File: config.mk
export PLATFORM = sky130hd
export DESIGN_NAME = stage_id
export DESIGN_NICKNAME = d
export VERILOG_FILES = /design/src/rtl/stage_id.sv
export SDC_FILE = /design/constraint.sdc
export NUM_CORES = 1
export LEC_CHECK = 0
export ABC_AREA = 0
export CORE_ASPECT_RATIO = 0.75
export CORE_MARGIN = 2
export CORE_UTILIZATION = 40
export DETAILED_ROUTE_END_ITERATION = 10
export GPL_TIMING_DRIVEN = 0
export PLACE_DENSITY = 0.73
export REMOVE_ABC_BUFFERS = 1
export SYNTH_ARGS = -nofsm -noshare
export SYNTH_HDL_FRONTEND = slang
export SYNTH_SLANG_ARGS = --single-unit
File: constraint.sdc
create_clock -name clk -period 8.4 [get_ports clk]
set_input_delay 1.26 -clock clk [delete_from_list [all_inputs] [get_ports clk]]
set_output_delay 1.26 -clock clk [all_outputs]
set_load 0.02 [all_outputs]
File: src/rtl/stage_id.sv
// -----------------------------------------------------------------------------
// stage_id : RV32I instruction decode stage.
//
// Buffers one instruction from IF, decodes its immediate and register fields,
// holds it while a source register is busy, offers it to EX with a valid/ready
// handshake, and resolves branches/jumps into a one-cycle redirect to IF.
//
// Ports
//   clk, rst                 core clock, asynchronous active-low reset
//   IR_I, PC_I, Done_I       instruction, its PC and valid flag from IF
//   Stall_O                  hold IF in its done state
//   RF_raddr1/2, RF_rdata1/2 register file read port (data is combinational)
//   Busy_Mask                per-register pending-write mask (bit 0 ignored)
//   Valid_O, Ready_I         issue handshake with EX
//   PC_O, Imm_O, Op1_O/Op2_O instruction PC, immediate, source operands
//   Opcode_O, Funct3_O,
//   Funct7b5_O, Rd_O         decoded fields
//   next_PC, Feedback_Branch redirect target and one-cycle redirect pulse
// -----------------------------------------------------------------------------
module stage_id (
    input  logic        clk,
    input  logic        rst,
    input  logic [31:0] IR_I,
    input  logic [31:0] PC_I,
    input  logic        Done_I,
    output logic        Stall_O,
    output logic [4:0]  RF_raddr1,
    output logic [4:0]  RF_raddr2,
    input  logic [31:0] RF_rdata1,
    input  logic [31:0] RF_rdata2,
    input  logic [31:0] Busy_Mask,
    output logic        Valid_O,
    input  logic        Ready_I,
    output logic [31:0] PC_O,
    output logic [31:0] Imm_O,
    output logic [31:0] Op1_O,
    output logic [31:0] Op2_O,
    output logic [6:0]  Opcode_O,
    output logic [2:0]  Funct3_O,
    output logic        Funct7b5_O,
    output logic [4:0]  Rd_O,
    output logic [31:0] next_PC,
    output logic        Feedback_Branch
);

    localparam int unsigned XLEN = 32;

    localparam logic [6:0] OP_LUI    = 7'b0110111;
    localparam logic [6:0] OP_AUIPC  = 7'b0010111;
    localparam logic [6:0] OP_JAL    = 7'b1101111;
    localparam logic [6:0] OP_JALR   = 7'b1100111;
    localparam logic [6:0] OP_BRANCH = 7'b1100011;
    localparam logic [6:0] OP_LOAD   = 7'b0000011;
    localparam logic [6:0] OP_STORE  = 7'b0100011;
    localparam logic [6:0] OP_IMM    = 7'b0010011;
    localparam logic [6:0] OP_REG    = 7'b0110011;

    typedef enum logic [1:0] {
        ST_EMPTY = 2'd0,
        ST_FULL  = 2'd1,
        ST_REDIR = 2'd2
    } state_t;

    state_t            state_q, state_d;
    logic [XLEN-1:0]   ir_q, ir_d;
    logic [XLEN-1:0]   pc_q, pc_d;
    logic [XLEN-1:0]   next_pc_q, next_pc_d;

    logic [6:0]        opcode;
    logic [2:0]        funct3;
    logic [4:0]        rs1, rs2, rd_field;
    logic [XLEN-1:0]   imm;
    logic              rd_wr, use_rs1, use_rs2;
    logic              is_branch, is_jal, is_jalr, is_ctrl;
    logic              hazard, valid, issue, accept;
    logic              br_eq, br_lt, br_ltu, br_cond, taken;
    logic [XLEN-1:0]   target;

    // Raw fields of the buffered instruction
    assign opcode   = ir_q[6:0];
    assign rd_field = ir_q[11:7];
    assign funct3   = ir_q[14:12];
    assign rs1      = ir_q[19:15];
    assign rs2      = ir_q[24:20];

    // Immediate format, destination and source usage by opcode
    always_comb begin
        imm       = '0;
        rd_wr     = 1'b0;
        use_rs1   = 1'b0;
        use_rs2   = 1'b0;
        is_branch = 1'b0;
        is_jal    = 1'b0;
        is_jalr   = 1'b0;
        case (opcode)
            OP_LUI, OP_AUIPC: begin
                imm   = {ir_q[31:12], 12'b0};
                rd_wr = 1'b1;
            end
            OP_JAL: begin
                imm    = {{12{ir_q[31]}}, ir_q[19:12], ir_q[20], ir_q[30:21], 1'b0};
                rd_wr  = 1'b1;
                is_jal = 1'b1;
            end
            OP_JALR: begin
                imm     = {{20{ir_q[31]}}, ir_q[31:20]};
                rd_wr   = 1'b1;
                use_rs1 = 1'b1;
                is_jalr = 1'b1;
            end
            OP_LOAD, OP_IMM: begin
                imm     = {{20{ir_q[31]}}, ir_q[31:20]};
                rd_wr   = 1'b1;
                use_rs1 = 1'b1;
            end
            OP_STORE: begin
                imm     = {{20{ir_q[31]}}, ir_q[31:25], ir_q[11:7]};
                use_rs1 = 1'b1;
                use_rs2 = 1'b1;
            end
            OP_BRANCH: begin
                imm       = {{19{ir_q[31]}}, ir_q[31], ir_q[7], ir_q[30:25], ir_q[11:8], 1'b0};
                use_rs1   = 1'b1;
                use_rs2   = 1'b1;
                is_branch = 1'b1;
            end
            OP_REG: begin
                rd_wr   = 1'b1;
                use_rs1 = 1'b1;
                use_rs2 = 1'b1;
            end
            default: begin
                // Unknown opcode: issues as a NOP with no sources and no rd
                imm = '0;
            end
        endcase
    end

    assign is_ctrl = is_branch | is_jal | is_jalr;

    // x0 is never busy, so a nonzero index is required for a hazard
    assign hazard = (use_rs1 && (rs1 != 5'd0) && Busy_Mask[rs1]) ||
                    (use_rs2 && (rs2 != 5'd0) && Busy_Mask[rs2]);

    assign valid  = (state_q == ST_FULL) && !hazard;
    assign issue  = valid && Ready_I;

    // A buffered control instruction blocks capture even in its issue cycle
    assign accept = Done_I && ((state_q == ST_EMPTY) ||
                               ((state_q == ST_FULL) && issue && !is_ctrl));

    // Branch condition evaluation
    assign br_eq  = (RF_rdata1 == RF_rdata2);
    assign br_lt  = ($signed(RF_rdata1) < $signed(RF_rdata2));
    assign br_ltu = (RF_rdata1 < RF_rdata2);

    always_comb begin
        br_cond = 1'b0;
        case (funct3)
            3'b000:  br_cond = br_eq;
            3'b001:  br_cond = !br_eq;
            3'b100:  br_cond = br_lt;
            3'b101:  br_cond = !br_lt;
            3'b110:  br_cond = br_ltu;
            3'b111:  br_cond = !br_ltu;
            default: br_cond = 1'b0;
        endcase
    end

    assign taken  = is_branch ? br_cond : (is_jal | is_jalr);
    assign target = is_jalr ? ((RF_rdata1 + imm) & ~XLEN'(1)) : (pc_q + imm);

    // State register
    always_ff @(posedge clk or negedge rst) begin
        if (!rst) begin
            state_q   <= ST_EMPTY;
            ir_q      <= '0;
            pc_q      <= '0;
            next_pc_q <= '0;
        end else begin
            state_q   <= state_d;
            ir_q      <= ir_d;
            pc_q      <= pc_d;
            next_pc_q <= next_pc_d;
        end
    end

    // Next-state and buffer update
    always_comb begin
        state_d   = state_q;
        ir_d      = ir_q;
        pc_d      = pc_q;
        next_pc_d = next_pc_q;
        case (state_q)
            ST_EMPTY: begin
                if (accept) begin
                    state_d = ST_FULL;
                    ir_d    = IR_I;
                    pc_d    = PC_I;
                end
            end
            ST_FULL: begin
                if (issue) begin
                    if (is_ctrl && taken) begin
                        state_d   = ST_REDIR;
                        next_pc_d = target;
                    end else if (accept) begin
                        state_d = ST_FULL;
                        ir_d    = IR_I;
                        pc_d    = PC_I;
                    end else begin
                        state_d = ST_EMPTY;
                    end
                end
            end
            ST_REDIR: begin
                // Whatever IF offers now is wrong-path and is dropped
                state_d = ST_EMPTY;
            end
            default: begin
                state_d = ST_EMPTY;
            end
        endcase
    end

    // Outputs
    assign Valid_O         = valid;
    assign Stall_O         = Done_I && !accept && (state_q != ST_REDIR);
    assign Feedback_Branch = (state_q == ST_REDIR);
    assign next_PC         = next_pc_q;

    assign RF_raddr1  = rs1;
    assign RF_raddr2  = rs2;
    assign PC_O       = pc_q;
    assign Imm_O      = imm;
    assign Op1_O      = RF_rdata1;
    assign Op2_O      = RF_rdata2;
    assign Opcode_O   = opcode;
    assign Funct3_O   = funct3;
    assign Funct7b5_O = ir_q[30];
    assign Rd_O       = rd_wr ? rd_field : 5'd0;

endmodule

== Word level (Yosys, flattened, before mapping) ==
Cells that the tools add are included.

* Bitwise gates (word level): 3
* Div/mod/pow operators: 0
* Eq/ne operators: 21
* $add $sub $neg: 2
* Reductions and logical operators: 33
* Multipliers: 0
* Magnitude comparators: 4
* Shift-type cells: 0
* Multiplexer cells: 28

{| class="wikitable"
|+ Operator list
! cell !! number
|-
| 32-bit two-way mux || 7
|-
| 32-bit case mux with 5 select lines || 1
|-
| 32-bit case mux with 2 select lines || 2
|-
| 32-bit adder || 2
|-
| 32-bit less-than comparator || 2
|-
| 32-bit equality test || 1
|-
| 7-bit by 6-bit equality test with 1-bit output (second input constant) || 3
|-
| 7-bit equality test (second input constant) || 3
|-
| 7-bit by 5-bit equality test with 1-bit output (second input constant) || 2
|-
| 3-bit equality test (second input constant) || 4
|-
| 1-bit logical AND || 12
|-
| 5-bit by 6-bit less-than comparator with 1-bit output (second input constant) || 2
|-
| 1-bit binary-select mux with 5-bit select || 2
|-
| 1-bit two-way mux || 10
|-
| 5-bit nonzero test || 2
|-
| 2-bit != test (second input constant) || 4
|-
| 7-bit by 2-bit equality test with 1-bit output (second input constant) || 1
|-
| 7-bit OR reduction || 1
|-
| 1-bit zero test || 6
|-
| 2-bit two-way mux || 3
|-
| 1-bit case mux with 6 select lines || 1
|-
| 3-bit AND reduction || 2
|-
| 3-bit OR reduction || 2
|-
| 6-bit OR reduction || 1
|-
| 12 further kinds || 15
|}

* Output and inout bits: 189
* ROM bits: 0
* Bits in writable memories: 0
* Memories: 0
* Input bits: 164
* Word-level logic and storage cells: 95
* Bits in registers: 98
* Bits in latches: 0

== Longest topological paths before layout ==
* Word-level depth: 17
* Mapped depth: 19
* Depth with buffers taken out: 16

== Worst setup path after synthesis ==
Ideal clock, no wire load.

* Path kind: input port to output port
* Start point: input port Busy_Mask[31]
* End point: output port Stall_O
* Slack: 4204 ps
* Required time: 7140 ps
* Data arrival time: 2936 ps
* Stages: 7
* Buffers on the path: 0
* Cell sequence: mux4_2 mux4_2 nand2b_1 o211ai_2 o2111ai_1 o21a_1 and2_1

* Word-level cells in the longest chain between the ends: 14
* Elaborated cells between the ends (all ways): 17

{| class="wikitable"
|+ RTL lines
! element !! line !! RTL
|-
| start: declaration || 31 || <nowiki>input logic [31:0] Busy_Mask,</nowiki>
|-
| 1-bit binary-select mux with 5-bit select (on tied branches) || 142, 143 ||
|-
| 1-bit two-way mux (on tied branches) || 142, 143 ||
|-
| 1-bit logical AND (on tied branches) || 142, 143 ||
|-
| 1-bit logical OR * || 142 || <nowiki>assign hazard = (use_rs1 && (rs1 != 5'd0) && Busy_Mask[rs1]) ||</nowiki>
|-
| 1-bit zero test * || 145 || <nowiki>assign valid = (state_q == ST_FULL) && !hazard;</nowiki>
|-
| 1-bit logical AND * || 145 ||
|-
| 1-bit logical AND * || 146 || <nowiki>assign issue = valid && Ready_I;</nowiki>
|-
| 1-bit logical AND * (2 in series) || 150 || <nowiki>((state_q == ST_FULL) && issue && !is_ctrl));</nowiki>
|-
| 1-bit logical OR * || 149 || <nowiki>assign accept = Done_I && ((state_q == ST_EMPTY) ||</nowiki>
|-
| 1-bit logical AND * || 149 ||
|-
| 1-bit zero test * || 228 || <nowiki>assign Stall_O = Done_I && !accept && (state_q != ST_REDIR);</nowiki>
|-
| 1-bit logical AND * (2 in series) || 228 ||
|-
| end: declaration || 26 || <nowiki>output logic Stall_O,</nowiki>
|}

Mark *: on every way between the ends. The rest lies on a longest branch, timed or not. The select of a mux whose other input is x is not followed.

== Worst setup path in the final report ==
* Start point: input port RF_rdata2[29]
* End point: register next_pc_q[0] (netlist: next_PC[0])

* Word-level cells in the longest chain between the ends: 6
* Elaborated cells between the ends (all ways): 10

{| class="wikitable"
|+ RTL lines
! element !! line !! RTL
|-
| start: declaration || 30 || <nowiki>input logic [31:0] RF_rdata2,</nowiki>
|-
| 32-bit less-than comparator, or another cell as far along || 155 || <nowiki>assign br_ltu = (RF_rdata1 < RF_rdata2);</nowiki>
|-
| 1-bit zero test (on tied branches) || 165, 161, 163 ||
|-
| 1-bit case mux with 6 select lines * || 159 || <nowiki>case (funct3)</nowiki>
|-
| 1-bit two-way mux * || 170 || <nowiki>assign taken = is_branch ? br_cond : (is_jal | is_jalr);</nowiki>
|-
| 1-bit logical AND * || 204 || <nowiki>if (is_ctrl && taken) begin</nowiki>
|-
| 3-bit AND reduction (no line) * || n/a ||
|-
| end signal: assignment || 184 || <nowiki>next_pc_q <= next_pc_d;</nowiki>
|-
| end: declaration || 67 || <nowiki>logic [XLEN-1:0] next_pc_q, next_pc_d;</nowiki>
|}

Mark *: on every way between the ends. The rest lies on a longest branch, timed or not.
A chain may end at the register's enable or synchronous reset.

==> flow_summary.json <==
{
  "status": "finished clean",
  "powerDensity_nw_per_um2": 299.7,
  "fin_util_pct": 55.24,
  "grt-ovfl-total": 0,
  "synth_top_area_share_pct": 25.23,
  "setup_viol": 0,
  "grt_max_degree": 60,
  "place_congestion": 0.9506,
  "synthTopCellsByArea": "dfrtp_1 (25%), ha_1 (12%), buf_4 (6.8%)",
  "final_cells": 1672,
  "cp_slowest_cell": "a2111oi_0",
  "post_drt_wl_per_cell_um": 20.21,
  "critPathRequiredTime_ps": 8700,
  "rows": 49,
  "start_kind": "input pin",
  "firstDrtPassIters": 5,
  "cts_root_buffer": "clkbuf_16",
  "viasPerCell": 5.596,
  "cp_top_family": "compound AO/OA/AOI/OAI gates",
  "cts_buffers": 9,
  "grt_pass1_vias": 8843,
  "syn_to_final_growth_pct": 35.90,
  "synthCells": 1116,
  "ios": 353,
  "design_area_um2": 13210,
  "yosysTopAreaCell": "dfrtp_1",
  "holdWs_ps": 480.5,
  "placed_area_um2": 12910,
  "fin_crit_sh_pct": 68.88,
  "crit_arrival_ps": 6090,
  "ys_seq_area_share_pct": 25.23,
  "synth_cell_types": 72,
  "dp_cells": 1655,
  "place_hpwl_mm": 27.68,
  "remaining_drc_errors": 0,
  "grt_pass1_wl_mm": 51.41,
  "cts.clk_slew.worst_paths_ps": 70,
  "cts.path.max_buffers": 2,
  "synth_seq_cells": 98,
  "totalWireLength_mm": 33.80,
  "finish.net_count": 1619,
  "yosys_warnings": 0,
  "cpPeakStageDelay_ps": 1110,
  "irDropWorstVdd_v": 0.0002310,
  "cts_sinks": 98,
  "grt_antenna_before_repair": 0,
  "cp_max_fo": 59,
  "p_leak_nw": 5.978,
  "post_cts_resized": 0,
  "rsz0062_at_grt": "no",
  "hold_buffers": 0,
  "crit_buf_inv": 3,
  "clkLatencyLatePin_ps": 370,
  "crit_type": "in -> reg",
  "min_path_type": "reg -> reg",
  "synth_flop_cell": "dfrtp_1",
  "cp_common_cell": "nand3_1",
  "drive_above_1_share_pct": 5.421,
  "design.core.area_um2": 23910,
  "synth_edf_count": 0,
  "worst_pin_slew_ps": 1310,
  "finalHoldViolCount": 0,
  "die-area_um2": 25570,
  "slew_headroom_pct": 10.40,
  "tns_ps": 0,
  "drv_cap": 0,
  "ant_nets": 0,
  "worstSetupEndpointType": "flip-flop",
  "grt_usage_pct": 26.14,
  "dieWidth_um": 184.0,
  "syn_area_per_cell_um2": 8.709,
  "start_util_pct": 40.65,
  "via_count": 9357,
  "postCtsSetupBuffers": 0,
  "async_flop_share_pct": 100.0,
  "crit_chain": "clkdlybuf4s50_1 > inv_1 > ha_1 > a211oi_1 > nor2_1 > a2111oi_0 > o311a_1 > a21o_1 > nand3_1 > or2_1 > inv_2 > nand3_1 > nand2_1",
  "die_h_um": 139.0,
  "fin_skew_ps": 15.58,
  "cts_tree": "done",
  "final.min_clock_period_ps": 5786,
  "port_buffers": 351,
  "drtIter0Drc": 811,
  "htree_levels": 3,
  "finalMaxSlewViolations": 0,
  "fmax_mhz": 172.8,
  "netlist_area_um2": 9719
}
-- Yosys cell counts, types with 15 or more instances --
| cell | count |
|---|---|
| dfrtp_1 | 98 |
| mux2_1 | 40 |
| a31oi_1 | 17 |
| inv_1 | 52 |
| nor3_1 | 15 |
| clkbuf_1 | 21 |
| o21ai_0 | 53 |
| a21oi_1 | 89 |
| nor2_1 | 83 |
| nand3_1 | 27 |
| nand2_1 | 86 |
| a21o_1 | 60 |
| mux2_2 | 23 |
| xnor2_1 | 28 |
| and2_1 | 16 |
| xor2_1 | 19 |
| mux4_2 | 16 |
| ha_1 | 93 |
| buf_4 | 88 |
| nand4_1 | 18 |
-- placed cells by master, fill, tap and decap left out, types with 27 or more instances in the layout --
cell type,netlist,routed
a21o_1,60,60
a21oi_1,89,89
clkdlybuf4s50_1,0,350
dfrtp_1,98,98
ha_1,93,93
inv_1,52,52
mux2_1,40,40
nand2_1,86,85
nand3_1,27,27
nor2_1,83,82
o21ai_0,53,53
xnor2_1,28,28
-- report_power, final --
group / total, W / switching (W) / internal, W / leakage, nW
Sequential: 0.00103 / 0.000328 / 0.000702 / 1.18
Clock: 0.000427 / 0.000217 / 0.000210 / 0.142
Combinational: 0.00250 / 0.00130 / 0.00121 / 4.65
Total: 0.00396 / 0.00184 / 0.00212 / 5.98
-- cells by family (layout without fill, tap and decap cells) --
logic type | count (synthesis) | count (layout) | synth area share (%)
adders and majority gates | 95 | 95 | 12.38
xor gates and xnor gates | 47 | 47 | 4.235
muxes | 87 | 87 | 11.83
DFF | 98 | 98 | 25.23
buffers and inverters | 177 | 426 | 10.72
AOI/OAI and AO/OA | 302 | 302 | 20.11
and+or+nand+nor | 310 | 310 | 15.49
other | 0 | 1 | 0
-- sequential cells by signal (all words and copies together), names as in the netlist --
name / flops
state_q: 2
ir_q: 32
next_PC: 32
PC_O: 32
-- stage by stage --
stage	setup slack [ps]	power (W)
finish	2614	0.003959
CTS	2525	0.003962
detailed placement	2244	0.003516
floorplan	2475	0.002434
global route	2493	0.004238
global placement	119.9	0.003462
-- area by class of cell --
cell class	count	area (um^2)
flip-flops and latches	98	2452
multi-input cells	841	6241
fillers	2150	10700
repair buffers	357	3638
diodes	1	2.502
clock buffers	9	225.2
clock inverters	7	67.56
inverters	53	198.9
well taps	306	382.9
-- path summary, 6_finish.rpt --
check | from | endpoint | slack [ps] | cells after the start
setup / recovery | RF_rdata2[29] | next_PC[0]$_DFFE_PN0P_ | 2610 | 13
min in group asynchronous | rst | next_PC[8]$_DFFE_PN0P_ | 900 | 1
hold reg to reg | next_PC[0]$_DFFE_PN0P_ | next_PC[0]$_DFFE_PN0P_ | 480 | 2
setup reg to reg | ir_q[6]$_DFFE_PN0P_ | next_PC[29]$_DFFE_PN0P_ | 2900 | 15
max in group asynchronous | rst | ir_q[19]$_DFFE_PN0P_ | 6780 | 2
hold / removal | next_PC[0]$_DFFE_PN0P_ | next_PC[0]$_DFFE_PN0P_ | 480 | 2
-- metal layers --
metal	vias up	share of wire, %	GRT usage [%]
met5	-	0	0
met4	0	1.2	4.968
met3	33	8.5	6.670
met2	415	44	40.52
met1	4414	46	36.95
li1	4495	-	-
-- worst register-to-register path, stage by stage, from the launching register on --
cell	delay (ps)
dfrtp_1	590
and3b_1	350
nand2_2	510
nand2b_1	290
o21a_1	300
a21o_1	270
ha_1	360
nand3_1	140
nor3b_1	90
a211o_1	280
o21ai_0	410
o21ai_0	310
a311oi_1	800
o2111a_1	300
o21ai_0	120
a41oi_1	290
No activity file was read; power rests on OpenSTA's default activity.
